`src/rtl/ram_fifo_ctrl.sv`:
```
// FIFO controller that turns ram_dual into a valid/ready stream buffer with a one-entry output register.
// Define RAM_FIFO_ERR_EN to add sticky o_overflow / o_underflow error flags.
module ram_fifo_ctrl #(
    parameter int WIDTH    = 16,
    parameter int DEPTH    = 32,
    parameter int ADDRESS  = 5,
    parameter int AF_LEVEL = 28,
    parameter int AE_LEVEL = 4
) (
    input  logic               i_clk,
    input  logic               i_rst,
    input  logic               i_push_valid,
    output logic               o_push_ready,
    input  logic [WIDTH-1:0]   i_push_data,
    output logic               o_pop_valid,
    input  logic               i_pop_ready,
    output logic [WIDTH-1:0]   o_pop_data,
    output logic               o_ram_cs,
    output logic               o_ram_valid,
    output logic               o_ram_wr_en,
    output logic [ADDRESS-1:0] o_ram_wr_addr,
    output logic [WIDTH-1:0]   o_ram_wr_data,
    output logic               o_ram_rd_en,
    output logic [ADDRESS-1:0] o_ram_rd_addr,
    input  logic [WIDTH-1:0]   i_ram_rd_data,
    input  logic               i_ram_ready,
    output logic [ADDRESS:0]   o_count,
    output logic               o_full,
    output logic               o_empty,
    output logic               o_almost_full,
`ifdef RAM_FIFO_ERR_EN
    output logic               o_overflow,
    output logic               o_underflow,
`endif
    output logic               o_almost_empty
);

    localparam logic [ADDRESS:0] FULL_CNT = DEPTH[ADDRESS:0];
    localparam logic [ADDRESS:0] AF_CNT   = AF_LEVEL[ADDRESS:0];
    localparam logic [ADDRESS:0] AE_CNT   = AE_LEVEL[ADDRESS:0];

    typedef enum logic [1:0] {
        S_EMPTY,
        S_FETCH,
        S_VALID
    } state_t;

    state_t               state;
    state_t               next_state;
    logic [ADDRESS-1:0]   wr_ptr;
    logic [ADDRESS-1:0]   rd_ptr;
    logic [ADDRESS:0]     ram_cnt;
    logic [ADDRESS:0]     count;
    logic [WIDTH-1:0]     pop_data_q;
    logic                 rd_en;
    logic                 push_fire;
    logic                 pop_fire;

    assign o_full         = (count == FULL_CNT);
    assign o_empty        = (count == '0);
    assign o_almost_full  = (count >= AF_CNT);
    assign o_almost_empty = (count <= AE_CNT);
    assign o_count        = count;

    assign o_push_ready = !o_full && i_ram_ready;
    assign push_fire    = i_push_valid && o_push_ready;
    assign o_pop_valid  = (state == S_VALID);
    assign pop_fire     = o_pop_valid && i_pop_ready;
    assign o_pop_data   = pop_data_q;

    assign o_ram_wr_en   = push_fire;
    assign o_ram_valid   = push_fire;
    assign o_ram_wr_addr = wr_ptr;
    assign o_ram_wr_data = i_push_data;
    assign o_ram_rd_en   = rd_en;
    assign o_ram_rd_addr = rd_ptr;
    assign o_ram_cs      = push_fire || rd_en;

    always_ff @(posedge i_clk or negedge i_rst) begin
        if (!i_rst) begin
            state <= S_EMPTY;
        end else begin
            state <= next_state;
        end
    end

    // ram_cnt is registered, so a read only ever targets an entry written at an earlier edge.
    always_comb begin
        next_state = state;
        rd_en      = 1'b0;
        case (state)
            S_EMPTY: begin
                if (ram_cnt != '0) begin
                    rd_en      = 1'b1;
                    next_state = S_FETCH;
                end
            end
            S_FETCH: begin
                next_state = S_VALID;
            end
            S_VALID: begin
                if (i_pop_ready) begin
                    if (ram_cnt != '0) begin
                        rd_en      = 1'b1;
                        next_state = S_FETCH;
                    end else begin
                        next_state = S_EMPTY;
                    end
                end
            end
            default: begin
                next_state = S_EMPTY;
            end
        endcase
    end

    always_ff @(posedge i_clk or negedge i_rst) begin
        if (!i_rst) begin
            wr_ptr     <= '0;
            rd_ptr     <= '0;
            ram_cnt    <= '0;
            count      <= '0;
            pop_data_q <= '0;
        end else begin
            if (push_fire) begin
                wr_ptr <= wr_ptr + 1'b1;
            end
            if (rd_en) begin
                rd_ptr <= rd_ptr + 1'b1;
            end
            case ({push_fire, rd_en})
                2'b10:   ram_cnt <= ram_cnt + 1'b1;
                2'b01:   ram_cnt <= ram_cnt - 1'b1;
                default: ram_cnt <= ram_cnt;
            endcase
            case ({push_fire, pop_fire})
                2'b10:   count <= count + 1'b1;
                2'b01:   count <= count - 1'b1;
                default: count <= count;
            endcase
            if (state == S_FETCH) begin
                pop_data_q <= i_ram_rd_data;
            end
        end
    end

`ifdef RAM_FIFO_ERR_EN
    always_ff @(posedge i_clk or negedge i_rst) begin
        if (!i_rst) begin
            o_overflow  <= 1'b0;
            o_underflow <= 1'b0;
        end else begin
            if (i_push_valid && o_full) begin
                o_overflow <= 1'b1;
            end
            if (i_pop_ready && !o_pop_valid && o_empty) begin
                o_underflow <= 1'b1;
            end
        end
    end
`endif

endmodule

```
`config.mk`:
```
export PLATFORM = sky130hd
export DESIGN_NAME = ram_fifo_ctrl
export DESIGN_NICKNAME = d
export VERILOG_FILES = /design/src/rtl/ram_fifo_ctrl.sv
export SDC_FILE = /design/constraint.sdc
export NUM_CORES = 1
export LEC_CHECK = 0
export CORE_MARGIN = 2
export CORE_UTILIZATION = 40
export DETAILED_ROUTE_END_ITERATION = 16
export PLACE_DENSITY = 0.76
export SLEW_MARGIN = 10
export SYNTH_ARGS = -nofsm -noshare
export SYNTH_HDL_FRONTEND = slang
export SYNTH_SLANG_ARGS = --single-unit
```
`constraint.sdc`:
```
create_clock -name i_clk -period 3.2 [get_ports i_clk]
set_input_delay 0.64 -clock i_clk [delete_from_list [all_inputs] [get_ports i_clk]]
set_output_delay 0.64 -clock i_clk [all_outputs]
set_load 0.02 [all_outputs]
```
# Word-level counts from Yosys, hierarchy flattened
# Index checks and enable logic that the tools add are counted.
[classes]
n_addsub = 6
n_lt_le_gt_ge = 2
n_eq_ne = 9
mux = 9
reduce_logical = 11
[op_table]
columns = ["operator", "count"]
rows = [
  ["6-bit case mux with 2 select lines", 2],
  ["6-bit by 1-bit adder with 6-bit output (second input constant)", 2],
  ["6-bit by 1-bit subtractor with 6-bit output (second input constant)", 2],
  ["5-bit by 1-bit adder with 5-bit output (second input constant)", 2],
  ["2-bit by 1-bit equality test with 1-bit output (second input constant)", 3],
  ["2-bit equality test (second input constant)", 3],
  ["6-bit equality test (second input constant)", 1],
  ["6-bit by 5-bit greater-or-equal comparator with 1-bit output (second input constant)", 1],
  ["6-bit by 3-bit <= comparator with 1-bit output (second input constant)", 1],
  ["6-bit zero test", 1],
  ["2-bit case mux with 3 select lines", 1],
  ["6-bit nonzero test", 1],
  ["2-bit 2-to-1 mux", 2],
  ["2-bit nonzero test", 2],
  ["1-bit logical AND", 3],
  ["1-bit 2-to-1 mux", 3],
  ["2-bit zero test", 1],
  ["2-bit by 1-bit inequality test with 1-bit output (second input constant)", 1],
  ["2-bit inequality test (second input constant)", 1],
  ["1-bit case mux with 2 select lines", 1],
  ["2-bit AND reduction", 1],
  ["1-bit zero test", 1],
  ["1-bit logical OR", 1],
]
[totals]
reg_bits = 40
inputBits = 37
out_inout_bits = 58
wordCells = 43

# Longest topological paths before layout
# Gate-level depths: netlist of the first run.
[depth]
depth_word = 6
depth_mapped = 10
depth_no_buf = 10

# Worst setup path after synthesis of the first run
# OpenSTA, ideal clock, no wires.
[synth_timing]
path_type = "flip-flop to flip-flop"
startpoint = "reg count[0] (netlist: o_count[0])"
endpoint = "reg count[5] (netlist: o_count[5])"
setup_time_ns = 0.111
t_arrival_ns = 2.753
t_required_ns = 3.089
setup_slack_ns = 0.336
path_stages_with_launch = 10
n_path_buf = 0
period_less_slack_ns = 2.864
cell_sequence = "dfrtp_1 -> nor3_1 -> a31oi_2 -> inv_1 -> ha_1 -> ha_1 -> a211oi_1 -> nor2_1 -> a21bo_2 -> a2111oi_2"
[synth_between]
elab_chain_len = 6
elab_cells_between_ends = 10
cone_classes = "add/sub: 2; eq/ne: 3; mux: 1; reduce/logical: 4"
[synth_rtl]
columns = ["item", "line", "text"]
rows = [
  ["start, declared", "53", "logic [ADDRESS:0] count;"],
  ["start signal, assigned", "137", "2'b10: count <= count + 1'b1;"],
  ["start signal, assigned", "138", "2'b01: count <= count - 1'b1;"],
  ["start signal, assigned", "139", "default: count <= count;"],
  ["6-bit equality test *", "59", "assign o_full = (count == FULL_CNT);"],
  ["1-bit zero test *", "65", "assign o_push_ready = !o_full && i_ram_ready;"],
  ["1-bit logical AND *", "65", ""],
  ["1-bit logical AND *", "66", "assign push_fire = i_push_valid && o_push_ready;"],
  ["via o_ram_valid", "19", "output logic o_ram_valid,"],
  ["2-bit by 1-bit equality test with 1-bit output or 2-bit equality test (tied branches)", "136", "case ({push_fire, pop_fire})"],
  ["6-bit case mux with 2 select lines or 2-bit nonzero test (tied branches)", "-", ""],
]
# Mark *: on every way through the listed nets, which the timed path passes. The rest lies on a longest branch.
# A chain may end at the register's enable or synchronous reset.

# Final worst setup path of the first run
[layout_timing]
startpoint = "in i_pop_ready"
endpoint = "out o_ram_cs"
[layout_between]
elab_chain_len = 3
[layout_rtl]
columns = ["item", "line", "text"]
rows = [
  ["start, declared", "16", "input logic i_pop_ready,"],
  ["1-bit 2-to-1 mux", "102", "if (i_pop_ready) begin"],
  ["1-bit case mux with 2 select lines", "91", "case (state)"],
  ["1-bit logical OR", "77", "assign o_ram_cs = push_fire || rd_en;"],
  ["end, declared", "18", "output logic o_ram_cs,"],
]
# Every way passes these cells.

==> results of run 1 <==
## Yosys cell counts, drive strengths merged
library cell | n | area share
o2111ai | 1 | 0.0039
inv | 15 | 0.025
nand2b | 1 | 0.0028
xor2 | 5 | 0.019
nor4 | 1 | 0.0055
nand4 | 4 | 0.011
ha | 13 | 0.072
nor3 | 2 | 0.0044
o221ai | 1 | 0.0039
a2111oi | 2 | 0.010
a21oi | 3 | 0.0066
mux2 | 20 | 0.099
a221oi | 2 | 0.015
dfrtp | 40 | 0.44
nor2 | 3 | 0.0050
nand2 | 11 | 0.018
nor4b | 1 | 0.0039
nor3b | 2 | 0.0066
a21bo | 2 | 0.0088
nor2b | 4 | 0.011
nand4b | 1 | 0.0039
a21boi | 2 | 0.0066
fa | 2 | 0.018
xnor2 | 9 | 0.035
o21bai | 1 | 0.0033
or3b | 1 | 0.0039
o211ai | 1 | 0.0033
nand3 | 2 | 0.0044
o21ai | 6 | 0.013
mux2i | 1 | 0.0044
a21o | 3 | 0.010
o21a | 2 | 0.0066
a211o | 1 | 0.0039
a211oi | 2 | 0.0066
and2 | 2 | 0.0055
and3 | 2 | 0.0055
buf | 21 | 0.067
o31ai | 2 | 0.0066
a31oi | 1 | 0.0055
and2b | 1 | 0.0033
o211a | 1 | 0.0044
nand3b | 2 | 0.0066
## registers in the layout (all words and copies together) (netlist names)
signal and flops:
o_count 6, o_pop_data 16, o_ram_rd_addr 5, o_ram_wr_addr 5
ram_cnt 6, state 2
## cell usage in the layout, fill, tap and decap left out, types with 3 or more instances in the layout
cell type / instances
inv_1: 15
nand4_1: 4
xor2_1: 5
nor2_1: 3
nor2b_1: 4
buf_4: 4
a21oi_1: 3
o21ai_0: 6
nand2_1: 11
mux2_2: 20
dfrtp_1: 40
clkdlybuf4s50_1: 61
clkbuf_8: 5
ha_1: 13
xnor2_1: 9
## area by class of cell
cell class | count | area share
Clock buffer | 5 | 0.0231
Tap cell | 72 | 0.0302
Inverter | 15 | 0.0189
Multi-Input combinational cell | 123 | 0.356
Clock inverter | 2 | 0.0201
Timing Repair Buffer | 66 | 0.216
Sequential cell | 40 | 0.335
## layer usage
metal	share of wire	up-vias	GRT usage
li1	-	784	-
met1	0.46	777	0.182
met2	0.46	40	0.225
met3	0.061	8	0.0396
met4	0.015	0	0.0534
met5	0	-	0
## through the flow
stage | setup TNS (ns) | utilization | cells | area (sq um)
2_1_floorplan | 0 | - | 199 | 2270
3_3_place_gp | 0 | 0.519 | 316 | 2860
3_5_place_dp | -0.00652 | 0.519 | 316 | 2860
4_1_cts | 0 | 0.542 | 323 | 2980
5_1_grt | 0 | 0.542 | 323 | 2980
6_report | 0 | 0.542 | 323 | 2980
## path summary, 6_finish.rpt
path                                         end  depth (start not counted)
worst max-delay path                    o_ram_cs                          7
worst min-delay path            o_ram_rd_addr[3]                          1
worst max register to register        ram_cnt[5]                          9
worst min register to register  o_ram_wr_addr[4]                          1
max in group asynchronous             ram_cnt[2]                          1
min in group i_clk              o_ram_wr_addr[4]                          1
## power by group through the flow
stage	clock (uW)	combinational, uW	sequential [uW]
final	476	1970	999
after global routing	514	2140	1040
after CTS	491	1990	1000
after detailed placement	0	1970	1010
after global placement	0	1920	1000
after floorplan	0	1060	1220
## logic make-up after synthesis
| logic type | after synthesis |
|---|---|
| buffers and inverters | 36 |
| AND/OR/NAND/NOR | 40 |
| AO/OA/AOI/OAI | 33 |
| flip-flops | 40 |
| XOR/XNOR | 14 |
| multiplexers | 21 |
| adder cells (fa/ha/maj) | 15 |
==> impl_metrics.ini, run 1 <==
[layout]
regArea_sq_um = 1000
multiInputGateArea_sq_um = 1060
syn_to_final_growth_pct = 31.3
num_antenna_cells = 0
fin_nets = 303
fillers = 453
drive_gt1_frac = 0.155

[synth]
synth_nets = 251
ys_types = 46
synth_top_family_by_area = compound AO/OA/AOI/OAI gates
synth_cells = 199
synth_xor_area_frac = 0.0540
ys_seq_area_frac = 0.441
synth-compound-area-share = 0.119
synth-seq-cells = 40
avgSynthCellArea_sq_um = 11.4
syn_area_sq_um = 2270
synth.mux.area_fraction = 0.104
yosys_warnings = 0
synth-simple-area-share = 0.101
synth_fa_ha_area_frac = 0.0892

[routing]
routed_wl_um = 4260
final_antenna_net_count = 0
vias_per_cell = 4.98
wire_per_inst_um = 13.2
vias = 1609
firstDrtPassIters = 4
drt_iter0_markers = 62
drc = 0

[clock_tree]
ctsResizeCount = 0
clk_path_buf_depth = 2
clk_latency_ns = 0.29
hold_buffers = 0
clk_pin_slew_ns = 0.07
htreeDepth = 2
cts_made_buffers = 5
cts-root-buf = clkbuf_8
tritoncts = yes
cts_setup_buffers = 0
cts_sinks = 40

[worst_setup_path]
crit_top_cell = inv_1
cpPeakStageDelay_ns = 0.61
path_cells = clkdlybuf4s50_1 > inv_1 > a221oi_4 > inv_1 > ha_1 > inv_1 > clkdlybuf4s50_1
end_kind = primary output
cpLargestDelayFamily = buffers and inverters
r2r-start = o_count[0]
crit_path_start = i_pop_ready
slowest_stage = clkdlybuf4s50_1
worstSetupPathType = primary input to primary output
reg2reg_slack_ns = 0.44
crit_arrival_ns = 2.42
critPathRequiredTime_ns = 2.56
cp-start-kind = primary input
cp_max_fo = 3
critPathBufInv = 5

[pwr]
p_seq_frac = 0.290
power.switching_uw = 1340
p_total_uw = 3440
clkPwrFrac = 0.138
ir_drop_mv = 0.499
p_per_area_nw_per_um2 = 1150
internal_power_uw = 2100
cellLeakagePower_uw = 0.00129
switching_share = 0.389
p_comb_frac = 0.572

[global_route]
grt_overflow = 0
grt_pass1_vias = 1547
grt_max_degree = 41
grt_pass1_wl_um = 7020
groute.usage.overall = 0.141
antenna_found_initial = 0

[placement]
gp_congestion = 0.793
dp_hpwl_um = 3220
io_buffers = 62
place_ws_ns = -0.00652

[die]
coreArea_sq_um = 5510
start_util = 0.413
pin_count = 95
dieWidth_um = 79.4
dieHeight_um = 79.4
num_rows = 27
dieArea_sq_um = 6300

[min_path]
worst_hold_path_type = primary input to async pin

[sta]
worst_slew_pin_slew_ns = 0.878
fin_crit_ns = 3.06
finalMaxSlewViolations = 0
finalCritPeriodShare = 0.955
rsz0062_at_grt = false
hold_violations = 0
clock.fmax_ghz = 0.327
fin_ws_ns = 0.144
holdWs_ns = 0.465
slew_headroom = 0.415
setup_viol = 0
skew_ns = 0.00684

[job]
max_cap_viol_count = 0

[status]
status = finished clean
Power figures use the tool's default switching activity.
==> inputs of run 2 (changes only) <==
- ABC_AREA: not set -> 1
==> run 2 against run 1 <==
Synthesized area up 0.55%. Flip-flop and latch count unchanged. Sequential share of layout area is 0.65 points higher. Clock-buffer cell count up 1. Register-to-register slack improved by 0.34 ns. Total power shrank 6.0%. Die area rose by 0.52%. First-iteration DRC count up 61%. Largest power group unchanged.
==> impl_metrics.ini, run 2 <==
[clock_tree]
htreeDepth = 2
ctsResizeCount = 0
tritoncts = yes
cts_sinks = 40
hold_buffers = 0
clk_pin_slew_ns = 0.07
clk_latency_ns = 0.29
cts_setup_buffers = 0
clk_path_buf_depth = 2
cts-root-buf = clkbuf_8
cts_made_buffers = 5

[layout]
fin_cells = 366
final_core_util = 0.532
syn_to_final_growth_pct = 28.1
fin_nets = 346
largest_reg_flops = 16
drive_gt1_frac = 0.102
fillers = 496
layout_commonest_cell = clkdlybuf4s50_1
num_antenna_cells = 0
stdcell_area_sq_um = 2930
layout_common_cells = clkdlybuf4s50_1 (61), nand2_1 (50), dfrtp_1 (40), inv_1 (34), nand3_1 (16)

[routing]
drt_iter0_markers = 100
routed_wl_um = 4670
final_antenna_net_count = 0
wire_per_inst_um = 12.8
drc = 0
firstDrtPassIters = 4
vias_per_cell = 4.72
vias = 1726

[pwr]
p_per_area_nw_per_um2 = 1110
switching_share = 0.432
power.switching_uw = 1400
ir_drop_mv = 0.490
p_comb_frac = 0.601
clkPwrFrac = 0.097
internal_power_uw = 1840
cellLeakagePower_uw = 0.00144
p_seq_frac = 0.301

[worst_setup_path]
r2r-start = o_count[1]
cp-start-kind = primary input
slowest_stage = clkdlybuf4s50_1
cpPeakStageDelay_ns = 0.59
worstSetupPathType = primary input to primary output
end_kind = primary output
critPathRequiredTime_ns = 2.56
crit_arrival_ns = 2.31
path_cells = clkdlybuf4s50_1 > inv_1 > a21oi_1 > nand2_2 > ha_1 > inv_1 > clkdlybuf4s50_1
cp_max_fo = 9
reg2regPathDepth = 12
crit_path_start = i_pop_ready

[sta]
finalCritPeriodShare = 0.922
fin_crit_ns = 2.95
slew_headroom = 0.396
setup_viol = 0
clock.fmax_ghz = 0.339
rsz0062_at_grt = false
skew_ns = 0.00270
hold_violations = 0
finalMaxSlewViolations = 0
fin_ws_ns = 0.249
tns_ns = 0
worst_slew_pin_slew_ns = 0.906

[synth]
yosys.area.top_type = dfrtp_1
netlist_top_cells_count = nand2_1 (50), dfrtp_1 (40), inv_1 (34), buf_4 (17), nand3_1 (16)
synth_area_leaders = dfrtp_1 (44%), nand2_1 (8.2%), ha_1 (7.1%)
synth_edf_count = 0
syn_area_sq_um = 2280
yosysMostFrequentCell = nand2_1
synth-seq-cells = 40
synth_flop_cell = dfrtp_1
synth_top_area_share = 0.438
async_reset_ff_frac = 1.00
ys_types = 29
synth_nets = 296
ys_seq_area_frac = 0.438
yosys_warnings = 0
avgSynthCellArea_sq_um = 9.36
synth_cells = 244

[die]
dieArea_sq_um = 6330
num_rows = 27
dieWidth_um = 79.6
start_util = 0.415
pin_count = 95
coreArea_sq_um = 5510
dieHeight_um = 79.6

[placement]
place_ws_ns = 0.243
io_buffers = 62
postPlaceCellArea_sq_um = 2850
dp_hpwl_um = 3480
dp.cells = 359
gp_congestion = 0.830

[status]
status = finished clean

[global_route]
grt_pass1_vias = 1672
grt_overflow = 0
grt_max_degree = 41
antenna_found_initial = 0
groute.usage.overall = 0.153
grt_pass1_wl_um = 7650

[min_path]
worst_hold_path_type = primary input to async pin

[job]
max_cap_viol_count = 0
-- run 2: changes by cell type after synthesis, sizes merged, moves of 4 or more --
cell,before,now
nand2,11,52
inv,15,35
nand3,2,17
nor2,3,11
a21oi,3,10
mux2,20,16
nor2b,4,0
xor2,5,1
-- run 2: final timing paths --
check	end	slack (ns)
worst min register to register	o_pop_data[0]	0.51
worst max-delay path	o_ram_cs	0.25
max in group asynchronous	o_pop_data[4]	2.16
worst max register to register	o_count[4]	0.78
min in group i_clk	o_pop_data[0]	0.51
worst min-delay path	o_count[4]	0.46
-- run 2: cells by family (layout without fill, tap and decap cells) --
logic type                 Yosys count  count (layout)  share of synthesized area
and+or+nand+nor                     83              83                      0.159
buffers and inverters               55             105                      0.122
DFF                                 40              40                      0.438
AOI/OAI and AO/OA                   24              24                     0.0564
muxes                               16              16                     0.0936
adders and majority gates           15              15                     0.0887
xor gates and xnor gates            11              11                     0.0422
-- run 2: metrics by stage --
stage,hold slack (ns),power (uW)
floorplan,0.344,2260
global route,0.525,3490
CTS,0.505,3260
global placement,0.486,2880
finish,0.462,3240
detailed placement,0.492,2930
-- run 2: cell type report --
class / count / area, sq um / area share
Timing Repair Buffer: 63 / 623 / 0.213
Sequential cell: 40 / 1000 / 0.342
Clock inverter: 1 / 5.00 / 0.00171
Clock buffer: 6 / 72.6 / 0.0248
Multi-Input combinational cell: 149 / 1000 / 0.343
Tap cell: 72 / 90.1 / 0.0308
Inverter: 35 / 131 / 0.0449
-- run 2: power by group through the flow --
stage          Combinational, uW  Clock [uW]  Sequential (uW)
4_1_cts                     1960         331              978
3_3_place_gp                1900           0              976
5_1_grt                     2130         347             1010
3_5_place_dp                1950           0              985
2_1_floorplan               1080           0             1180
6_report                    1950         316              975
-- run 2: metal layers --
layer | wire length [um] | global-route usage | vias to the layer above
li1 | - | - | 860
met1 | 2040 | 0.198 | 808
met2 | 2320 | 0.255 | 47
met3 | 238 | 0.0260 | 11
met4 | 75 | 0.0586 | 0
met5 | 0 | 0 | -
-- run 2: worst max-delay path: cells and delay by family --
family | cells | cell delay, ns
compound gates | 1 | 0.15
fa+ha+maj | 1 | 0.20
simple gates | 1 | 0.14
buf+inv | 4 | 1.17
==> inputs of run 3 (changes only) <==
- CORE_ASPECT_RATIO: not set -> 1.25
- CORE_UTILIZATION: 40 -> 43
- PLACE_DENSITY: 0.76 -> 0.8
==> run 3 against run 2 <==
Cell count down 2.7%. Combinational power barely moved. Via count up 0.70%. Total power is 0.13% higher. First-iteration DRC count fell by 19%. Utilization increased by 3.8 points. Sequential power shrank 0.4%. Sequential share of layout area is 0.15 points higher. Clock skew up 0.0044 ns. Register-to-register slack worse by 0.02 ns. Global-route usage increased by 1.0 points. Flip-flop and latch count stayed put.
==> impl_metrics.ini, run 3 (synthesis results as in run 2) <==
[clock_tree]
ctsResizeCount = 0
cts_made_buffers = 5
clk_latency_ns = 0.28
cts_setup_buffers = 0
clk_path_buf_depth = 2
htreeDepth = 2
tritoncts = yes
cts-root-buf = clkbuf_8
clk_pin_slew_ns = 0.07
hold_buffers = 0
cts_sinks = 40

[worst_setup_path]
cp-start-kind = primary input
crit_arrival_ns = 2.29
reg2regPathDepth = 11
critPathRequiredTime_ns = 2.56
worstSetupPathType = primary input to primary output
cp_max_fo = 10
end_kind = primary output
reg2reg_to = o_count[4]
r2r-start = o_count[1]
reg2reg_slack_ns = 0.76

[die]
start_util = 0.447
dieArea_sq_um = 5920
pin_count = 95
num_rows = 29
coreArea_sq_um = 5120
dieWidth_um = 69.2
dieHeight_um = 85.5

[global_route]
groute.usage.overall = 0.163
grt_overflow = 0
grt_max_degree = 41
antenna_found_initial = 0
grt_pass1_wl_um = 7920
grt_pass1_vias = 1792

[routing]
vias_per_cell = 4.88
drc = 0
firstDrtPassIters = 4
routed_wl_um = 4570
wire_per_inst_um = 12.8
vias = 1738
final_antenna_net_count = 0
drt_iter0_markers = 81

[layout]
drive_gt1_frac = 0.102
largest_reg_flops = 16
num_antenna_cells = 0
fin_cells = 356
syn_to_final_growth_pct = 27.6
layout_commonest_cell = clkdlybuf4s50_1
layout_common_cells = clkdlybuf4s50_1 (61), nand2_1 (50), dfrtp_1 (40), inv_1 (34), nand3_1 (16)
fin_nets = 346

[min_path]
worst_hold_path_type = primary input to async pin

[sta]
rsz0062_at_grt = false
fin_crit_ns = 2.93
hold_violations = 0
worst_slew_pin_slew_ns = 0.878
finalCritPeriodShare = 0.916
skew_ns = 0.00711
finalMaxSlewViolations = 0
clock.fmax_ghz = 0.341
slew_headroom = 0.415
setup_viol = 0
tns_ns = 0

[placement]
gp_congestion = 0.894
dp.cells = 349
io_buffers = 62
dp_hpwl_um = 3540

[pwr]
cellLeakagePower_uw = 0.00144
ir_drop_mv = 0.580
p_per_area_nw_per_um2 = 1110

[job]
max_cap_viol_count = 0

[status]
status = finished clean
==> run 3: cell counts in the layout (fill, tap and decap cells not counted) <==
Identical to the previous run, type by type.
==> run 3: routing by layer <==
layer / wire (um) / vias up / GRT usage
met4: 66 / 0 / 0.0517
met2: 2410 / 37 / 0.293
met5: 0 / - / 0
met3: 212 / 7 / 0.0353
li1: - / 861 / -
met1: 1890 / 833 / 0.194
==> run 3: cell type report <==
class	count	area (sq um)
Clock buffer	6	72.6
Fill cell	447	2200
Sequential cell	40	1000
Inverter	35	131
Timing Repair Buffer	63	623
Tap cell	62	77.6
Clock inverter	1	5.00
Multi-Input combinational cell	149	1000
==> run 3: worst max-delay path by stage <==
stage	slack (ns)	start	cells past startpoint	endpoint
4_1_cts	0.25	i_ram_ready	5	o_ram_cs
3_3_place_gp	0.27	i_pop_ready	7	o_ram_cs
3_5_place_dp	0.25	i_ram_ready	5	o_ram_cs
5_1_grt	0.15	i_ram_ready	5	o_ram_cs
6_report	0.27	i_ram_ready	5	o_ram_cs
2_1_floorplan	0.87	i_pop_ready	12	ram_cnt[4]
==> run 3: metrics by stage <==
step                      area, sq um  utilization  setup slack [ns]  hold WS [ns]  power [uW]
after floorplan                  2280            -             0.867         0.344        2260
after global placement           2840        0.555             0.268         0.487        2880
after detailed placement         2840        0.555             0.254         0.493        2950
after CTS                        2920        0.570             0.250         0.509        3270
after global routing             2920        0.570             0.153         0.521        3520
final                            2920        0.570             0.268         0.471        3240
==> run 3: worst max-delay path: stages <==
cell and delay (ns):
clkdlybuf4s50_1 0.52, nand3_2 0.22, ha_1 0.28, inv_1 0.05, clkdlybuf4s50_1 0.58
==> run 3: where the power goes <==
| group | leakage [uW] | internal (uW) | switching (uW) |
|---|---|---|---|
| clock | 0.0000410 | 148 | 166 |
| sequential | 0.000482 | 759 | 212 |
| combinational | 0.000915 | 942 | 1010 |
